[src/rtl/se_pair_sequencer.sv]
// Issues one public request to two self-composed SE units, captures both results and
// reports them with a timing-leak verdict built from per-unit accept/arrival cycles.
module se_pair_sequencer #(
  parameter int W       = 128,
  parameter int INST_W  = 8,
  parameter int CNT_W   = 16,
  parameter int TIMEOUT = 1024
) (
  input  logic              clock,
  input  logic              reset,
  input  logic [INST_W-1:0] io_in_inst,
  input  logic [W-1:0]      io_in_op1,
  input  logic [W-1:0]      io_in_op2,
  input  logic [W-1:0]      io_in_condOne,
  input  logic [W-1:0]      io_in_condTwo,
  input  logic              io_in_valid,
  output logic              io_in_ready,
  output logic [INST_W-1:0] se_in_inst,
  output logic [W-1:0]      se_in_op1,
  output logic [W-1:0]      se_in_op2,
  output logic [W-1:0]      se_in_condOne,
  output logic [W-1:0]      se_in_condTwo,
  output logic              se_in_validOne,
  output logic              se_in_validTwo,
  input  logic              se_in_readyOne,
  input  logic              se_in_readyTwo,
  input  logic [W-1:0]      se_out_resultOne,
  input  logic [W-1:0]      se_out_resultTwo,
  input  logic              se_out_validOne,
  input  logic              se_out_validTwo,
  output logic              se_out_readyOne,
  output logic              se_out_readyTwo,
  output logic [W-1:0]      io_out_resultOne,
  output logic [W-1:0]      io_out_resultTwo,
  output logic              io_out_valid,
  input  logic              io_out_ready,
  output logic [CNT_W-1:0]  io_out_skew,
  output logic              timingLeak,
  output logic              timeout,
  output logic              timingLeakDone,
  output logic              leakSeen
);

  typedef enum logic [1:0] {IDLE, RUN, REPORT} state_t;

  state_t           state;
  logic [CNT_W-1:0] cnt;
  logic [CNT_W-1:0] acc_one, acc_two, arr_one, arr_two;
  logic             captured_one, captured_two;
  logic [W-1:0]     res_one, res_two;

  logic issue_one, issue_two, cap_one, cap_two;
  logic cap_now_one, cap_now_two, both_done, at_limit;

  // The per-unit valid/ready outputs are registers that are only ever high in RUN,
  // so the handshakes below need no extra state qualification.
  assign issue_one   = se_in_validOne & se_in_readyOne;
  assign issue_two   = se_in_validTwo & se_in_readyTwo;
  assign cap_one     = se_out_readyOne & se_out_validOne;
  assign cap_two     = se_out_readyTwo & se_out_validTwo;
  assign cap_now_one = captured_one | cap_one;
  assign cap_now_two = captured_two | cap_two;
  assign both_done   = captured_one & captured_two;
  assign at_limit    = (cnt == CNT_W'(TIMEOUT - 1));

  assign timingLeakDone = io_out_valid & io_out_ready;

  // NOTE: every register here is assigned with <= so all updates in a cycle see the
  // pre-edge values; later assignments in the same branch deliberately override earlier ones.
  always_ff @(posedge clock or posedge reset) begin
    if (reset) begin
      state            <= IDLE;
      cnt              <= '0;
      acc_one          <= '0;
      acc_two          <= '0;
      arr_one          <= '0;
      arr_two          <= '0;
      captured_one     <= 1'b0;
      captured_two     <= 1'b0;
      res_one          <= '0;
      res_two          <= '0;
      io_in_ready      <= 1'b1;
      se_in_inst       <= '0;
      se_in_op1        <= '0;
      se_in_op2        <= '0;
      se_in_condOne    <= '0;
      se_in_condTwo    <= '0;
      se_in_validOne   <= 1'b0;
      se_in_validTwo   <= 1'b0;
      se_out_readyOne  <= 1'b0;
      se_out_readyTwo  <= 1'b0;
      io_out_resultOne <= '0;
      io_out_resultTwo <= '0;
      io_out_valid     <= 1'b0;
      io_out_skew      <= '0;
      timingLeak       <= 1'b0;
      timeout          <= 1'b0;
      leakSeen         <= 1'b0;
    end else begin
      case (state)
        IDLE: begin
          if (io_in_valid) begin
            se_in_inst     <= io_in_inst;
            se_in_op1      <= io_in_op1;
            se_in_op2      <= io_in_op2;
            se_in_condOne  <= io_in_condOne;
            se_in_condTwo  <= io_in_condTwo;
            captured_one   <= 1'b0;
            captured_two   <= 1'b0;
            cnt            <= '0;
            se_in_validOne <= 1'b1;
            se_in_validTwo <= 1'b1;
            io_in_ready    <= 1'b0;
            state          <= RUN;
          end
        end

        RUN: begin
          if (issue_one) begin
            se_in_validOne  <= 1'b0;
            se_out_readyOne <= 1'b1;
            acc_one         <= cnt;
          end
          if (issue_two) begin
            se_in_validTwo  <= 1'b0;
            se_out_readyTwo <= 1'b1;
            acc_two         <= cnt;
          end
          if (cap_one) begin
            se_out_readyOne <= 1'b0;
            res_one         <= se_out_resultOne;
            captured_one    <= 1'b1;
            arr_one         <= cnt;
          end
          if (cap_two) begin
            se_out_readyTwo <= 1'b0;
            res_two         <= se_out_resultTwo;
            captured_two    <= 1'b1;
            arr_two         <= cnt;
          end
          // cnt never reaches 2^CNT_W here since RUN ends by TIMEOUT-1.
          cnt <= cnt + 1'b1;

          if (both_done || at_limit) begin
            se_in_validOne  <= 1'b0;
            se_in_validTwo  <= 1'b0;
            se_out_readyOne <= 1'b0;
            se_out_readyTwo <= 1'b0;
            io_out_valid    <= 1'b1;
            state           <= REPORT;
          end

          if (both_done) begin
            io_out_resultOne <= res_one;
            io_out_resultTwo <= res_two;
            io_out_skew      <= arr_two - arr_one;
            timingLeak       <= (acc_one != acc_two) | (arr_one != arr_two);
            timeout          <= 1'b0;
          end else if (at_limit) begin
            // Forced report: a result landing in this very cycle still counts as captured.
            io_out_resultOne <= cap_one ? se_out_resultOne : (captured_one ? res_one : '0);
            io_out_resultTwo <= cap_two ? se_out_resultTwo : (captured_two ? res_two : '0);
            io_out_skew      <= '0;
            timingLeak       <= cap_now_one != cap_now_two;
            timeout          <= 1'b1;
          end
        end

        REPORT: begin
          if (io_out_ready) begin
            io_out_valid <= 1'b0;
            leakSeen     <= leakSeen | timingLeak;
            io_in_ready  <= 1'b1;
            state        <= IDLE;
          end
        end

        default: state <= IDLE;
      endcase
    end
  end

endmodule

[config.mk]
export PLATFORM = sky130hd
export DESIGN_NAME = se_pair_sequencer
export DESIGN_NICKNAME = d
export VERILOG_FILES = /design/src/rtl/se_pair_sequencer.sv
export SDC_FILE = /design/constraint.sdc
export NUM_CORES = 2
export LEC_CHECK = 0
export ABC_AREA = 1
export ABC_CLOCK_PERIOD_IN_PS = 39900
export BUFFER_PORTS_ARGS = -buffer_cell sky130_fd_sc_hd__buf_4
export CAP_MARGIN = 10
export CORE_AREA = 2 2 610 612
export CTS_CLUSTER_SIZE = 20
export DETAILED_ROUTE_END_ITERATION = 16
export DIE_AREA = 0 0 612 614
export GPL_TIMING_DRIVEN = 0
export PLACE_DENSITY = 0.3
export REMOVE_ABC_BUFFERS = 1
export SLEW_MARGIN = 20
export SYNTH_ARGS = -nofsm -noshare
export SYNTH_HDL_FRONTEND = slang
export SYNTH_SLANG_ARGS = --single-unit
[constraint.sdc]
create_clock -name clock -period 39.9 [get_ports clock]
set_input_delay 0 -clock clock [delete_from_list [all_inputs] [get_ports clock]]
set_output_delay 0 -clock clock [all_outputs]
set_load 0.01 [all_outputs]
==> impl_results.md <==
- Status: complete, no violations
- Setup ws final: 36.68 ns
- Num CTS Buffers: 170
- CP Buf/Inv Count: 2
- All-Layer GR Usage: roughly 14%
- R2r endpoint: io_out_skew[6]
- CP Launch Type: flip-flop
- Hold EP: se_in_op2[90]
- Final setup viols: 0
- Worst-case reg-to-reg path depth: 7
- Worst-path cell chain: nor2_4 -> inv_1 -> nor2_1 -> inv_1 -> a21oi_1 -> o21ai_0 -> nand2_1
- Input/output buffers: 1585
- CTS tree: done
- Yosys reg bits: ~1100
- Final Slew Violations: 0
- Relative slew slack: between 20% and 30%
- Ys async rst share: 100%
- # rows: roughly 220
- Hold Crit Start: io_in_op2[90]
- Final core occ: 23.8%
- Largest net degree at the start of global routing: 115
- Number of global-route vias before repair: 49678
- Worst Path Arrival: around 4.0 ns
- Sequential area share after synthesis: between 50% and 60%
- Final WL: approximately 280000 µm
- Vias/cell: 3.56
- Die Y: 614 µm
- Core area: 370000 µm²
- Fmax: 310 MHz
- Die area: ~380000 µm²
- Clock Path Buffers: 4
- Final Instance Area: 88100 µm²
- Worst-path fanout max: 20
- Pwr dens: between 70 and 80 nW/µm²
- Post-DP HPWL: 211000 µm
- Cell count after placement: 11687
- Post-CTS setup buffers: 0
- Hold Crit Class: primary input to flip-flop
- Crit share post-route: between 8 and 9%
- Initial antenna violation count: ~150
- Synth warn: 0
- Syn Inst Count: 5398
- Crit. End Element: flip-flop
- Starting Density: about an eighth
- WL per Instance: around 20 µm
- Reg2reg start: state[1]
- P&R area growth vs syn: 82.6%
- Synthesized area: 48200 µm²
- CP max-delay cell: nor2_1
- Setup_tns: 0 ns
- Main synth FF type: dfrtp_1
- Worst-Skew Late Latency: about 0.84 ns
- CP peak stage delay: 0.93 ns
- Share of layout cells above drive strength 1: 25.1%
- Fin Clk Skew: 0.0334 ns
- Pre-CTS setup slack: approximately 36 ns
- First-pass GRT wire length: approximately 390000 µm
- Overflow after GRT: 0
- Path type of the worst setup path: flip-flop to flip-flop
- DRC Markers: 0
- RSZ-0062 raised after global routing: false
- Area after DPL: between 60000 and 70000 µm²
- Crit path required time: 40.65 ns
- Routability congestion estimate: about 0.86
- Die width: 612 µm
- Syn Area/Cell: around 9 µm²
- Crit path max-delay family: simple AND/OR/NAND/NOR gates
- Root Buffer Master: clkbuf_16
- Drt pass-1 iters: 7
- Fin. Hold Viols: 0
- Pleak: 42.4 nW
- Post-synth EDFFs: 0
- # IOs: about 1600
- Final min period: approximately 3.2 ns
- Final std cells w/o fill: 13670
- Nets: between 9000 and 10000
- Max VDD drop: 36.7 µV
- Crit path launch: state[1]
- Initial drt markers: ~2600
- WP depth: 7
- Htree depth: 4
- Count of cell types in the netlist: 34
- Max cap viols: 0
- Least-Margin Pin Slew: around 1.1 ns
- Hold depth: 4
- Most frequent CP cell: inv_1
- Sink Count: 1141
- Reg clk slew, reported paths: roughly 0.05 ns
- Hold_ws: 0.0484 ns
- ANT nets after route: 0
- Worst R2R Setup Slack: 36.68 ns
- Via count: 48676
- Overall Power: 6.30 mW
[flip-flops by register name, summed over array words and instances (netlist names), 2 cells and up]
register,count
acc_one,16
io_out_resultTwo,128
se_in_condTwo,128
cnt,16
arr_one,16
state,2
se_in_condOne,128
res_one,128
arr_two,16
se_in_op1,128
io_out_resultOne,128
res_two,128
io_out_skew,16
acc_two,16
se_in_inst,8
se_in_op2,128
[where the power goes]
group          switching, mW  internal, mW  leakage, nW
clock network          0.624         0.914         2.69
logic                   1.67          1.13         25.2
registers              0.292          1.67         14.5
total                   2.59          3.71         42.4
[repair_timing]
item                                   4_1_cts  5_1_grt
gates resized for setup                      0        0
hold buffers                              1611        0
endpoints found under the hold margin     1417        0
[worst min-delay path: stages]
cell           delay (ns)
dlygate4sd3_1        0.61
buf_4                0.13
nand2_1              0.04
nand2_1              0.05
[placed cells by master (no fill, tap or decap), types with 33 or more instances in the layout]
master | netlist | routed
nand2_1 | 2550 | 2547
clkbuf_8 | 0 | 34
dlygate4sd3_1 | 0 | 1611
buf_4 | 3 | 1585
clkbuf_16 | 0 | 173
buf_16 | 0 | 51
diode_2 | 0 | 73
dfrtp_1 | 1140 | 1140
nor2_1 | 35 | 34
nand3_1 | 36 | 33
o21ai_0 | 333 | 333
inv_1 | 357 | 355
o21ai_2 | 250 | 250
clkbuf_1 | 133 | 53
o211ai_1 | 256 | 256
[cell families (layout without fill, tap and decap cells)]
kind of cell             count (synthesis)  count (layout)  share of synthesized area (%)
AO/OA/AOI/OAI                          883             883                           12.5
XOR/XNOR                                19              19                          0.345
adder cells (fa/ha/maj)                 18              18                          0.483
buffers and inverters                  692            3919                           6.68
flip-flops                            1141            1141                           59.2
other                                    0              73                              0
AND/OR/NAND/NOR                       2645            2645                           20.8
[synth_stat cells, types with 6 or more instances]
library cell  instances  area [µm²]
o21ai_1              18        90.1
dfrtp_1            1140       28500
ha_1                 17         213
buf_6                60         676
clkbuf_1            133         499
nand2_1            2550        9570
o211ai_1            256        1920
inv_1               357        1340
xor2_1                9        78.8
o21ai_0             333        1670
o21ai_2             250        2190
nor2_1               35         131
a21oi_1              18        90.1
buf_2               130         651
nand4_1               7        43.8
buf_1                 6        22.5
xnor2_1              10        87.6
nand3_1              36         180
[area by class of cell]
cell class	count	area [µm²]
Antenna cell	73	183
Clock buffer	260	5000
Clock inverter	39	514
Fill cell	40448	282000
Inverter	360	1370
Multi-Input combinational cell	3565	16500
Sequential cell	1141	28600
Tap cell	4972	6220
Timing Repair Buffer	3260	29700
[routing by layer]
metal	vias up	part of all wire (%)	track usage [%]
li1	23402	-	-
met1	23327	37	15.3
met2	1312	51	25.9
met3	519	6.8	4.32
met4	116	4.9	5.95
met5	-	0.26	0
[worst max path at each step]
stage	endpoint
2_1_floorplan	acc_one[0]
3_5_place_dp	io_out_skew[6]
5_1_grt	io_out_skew[6]
4_1_cts	io_out_skew[6]
3_3_place_gp	io_out_resultTwo[75]
6_report	io_out_skew[6]
No activity file was read; power rests on OpenSTA's default activity.
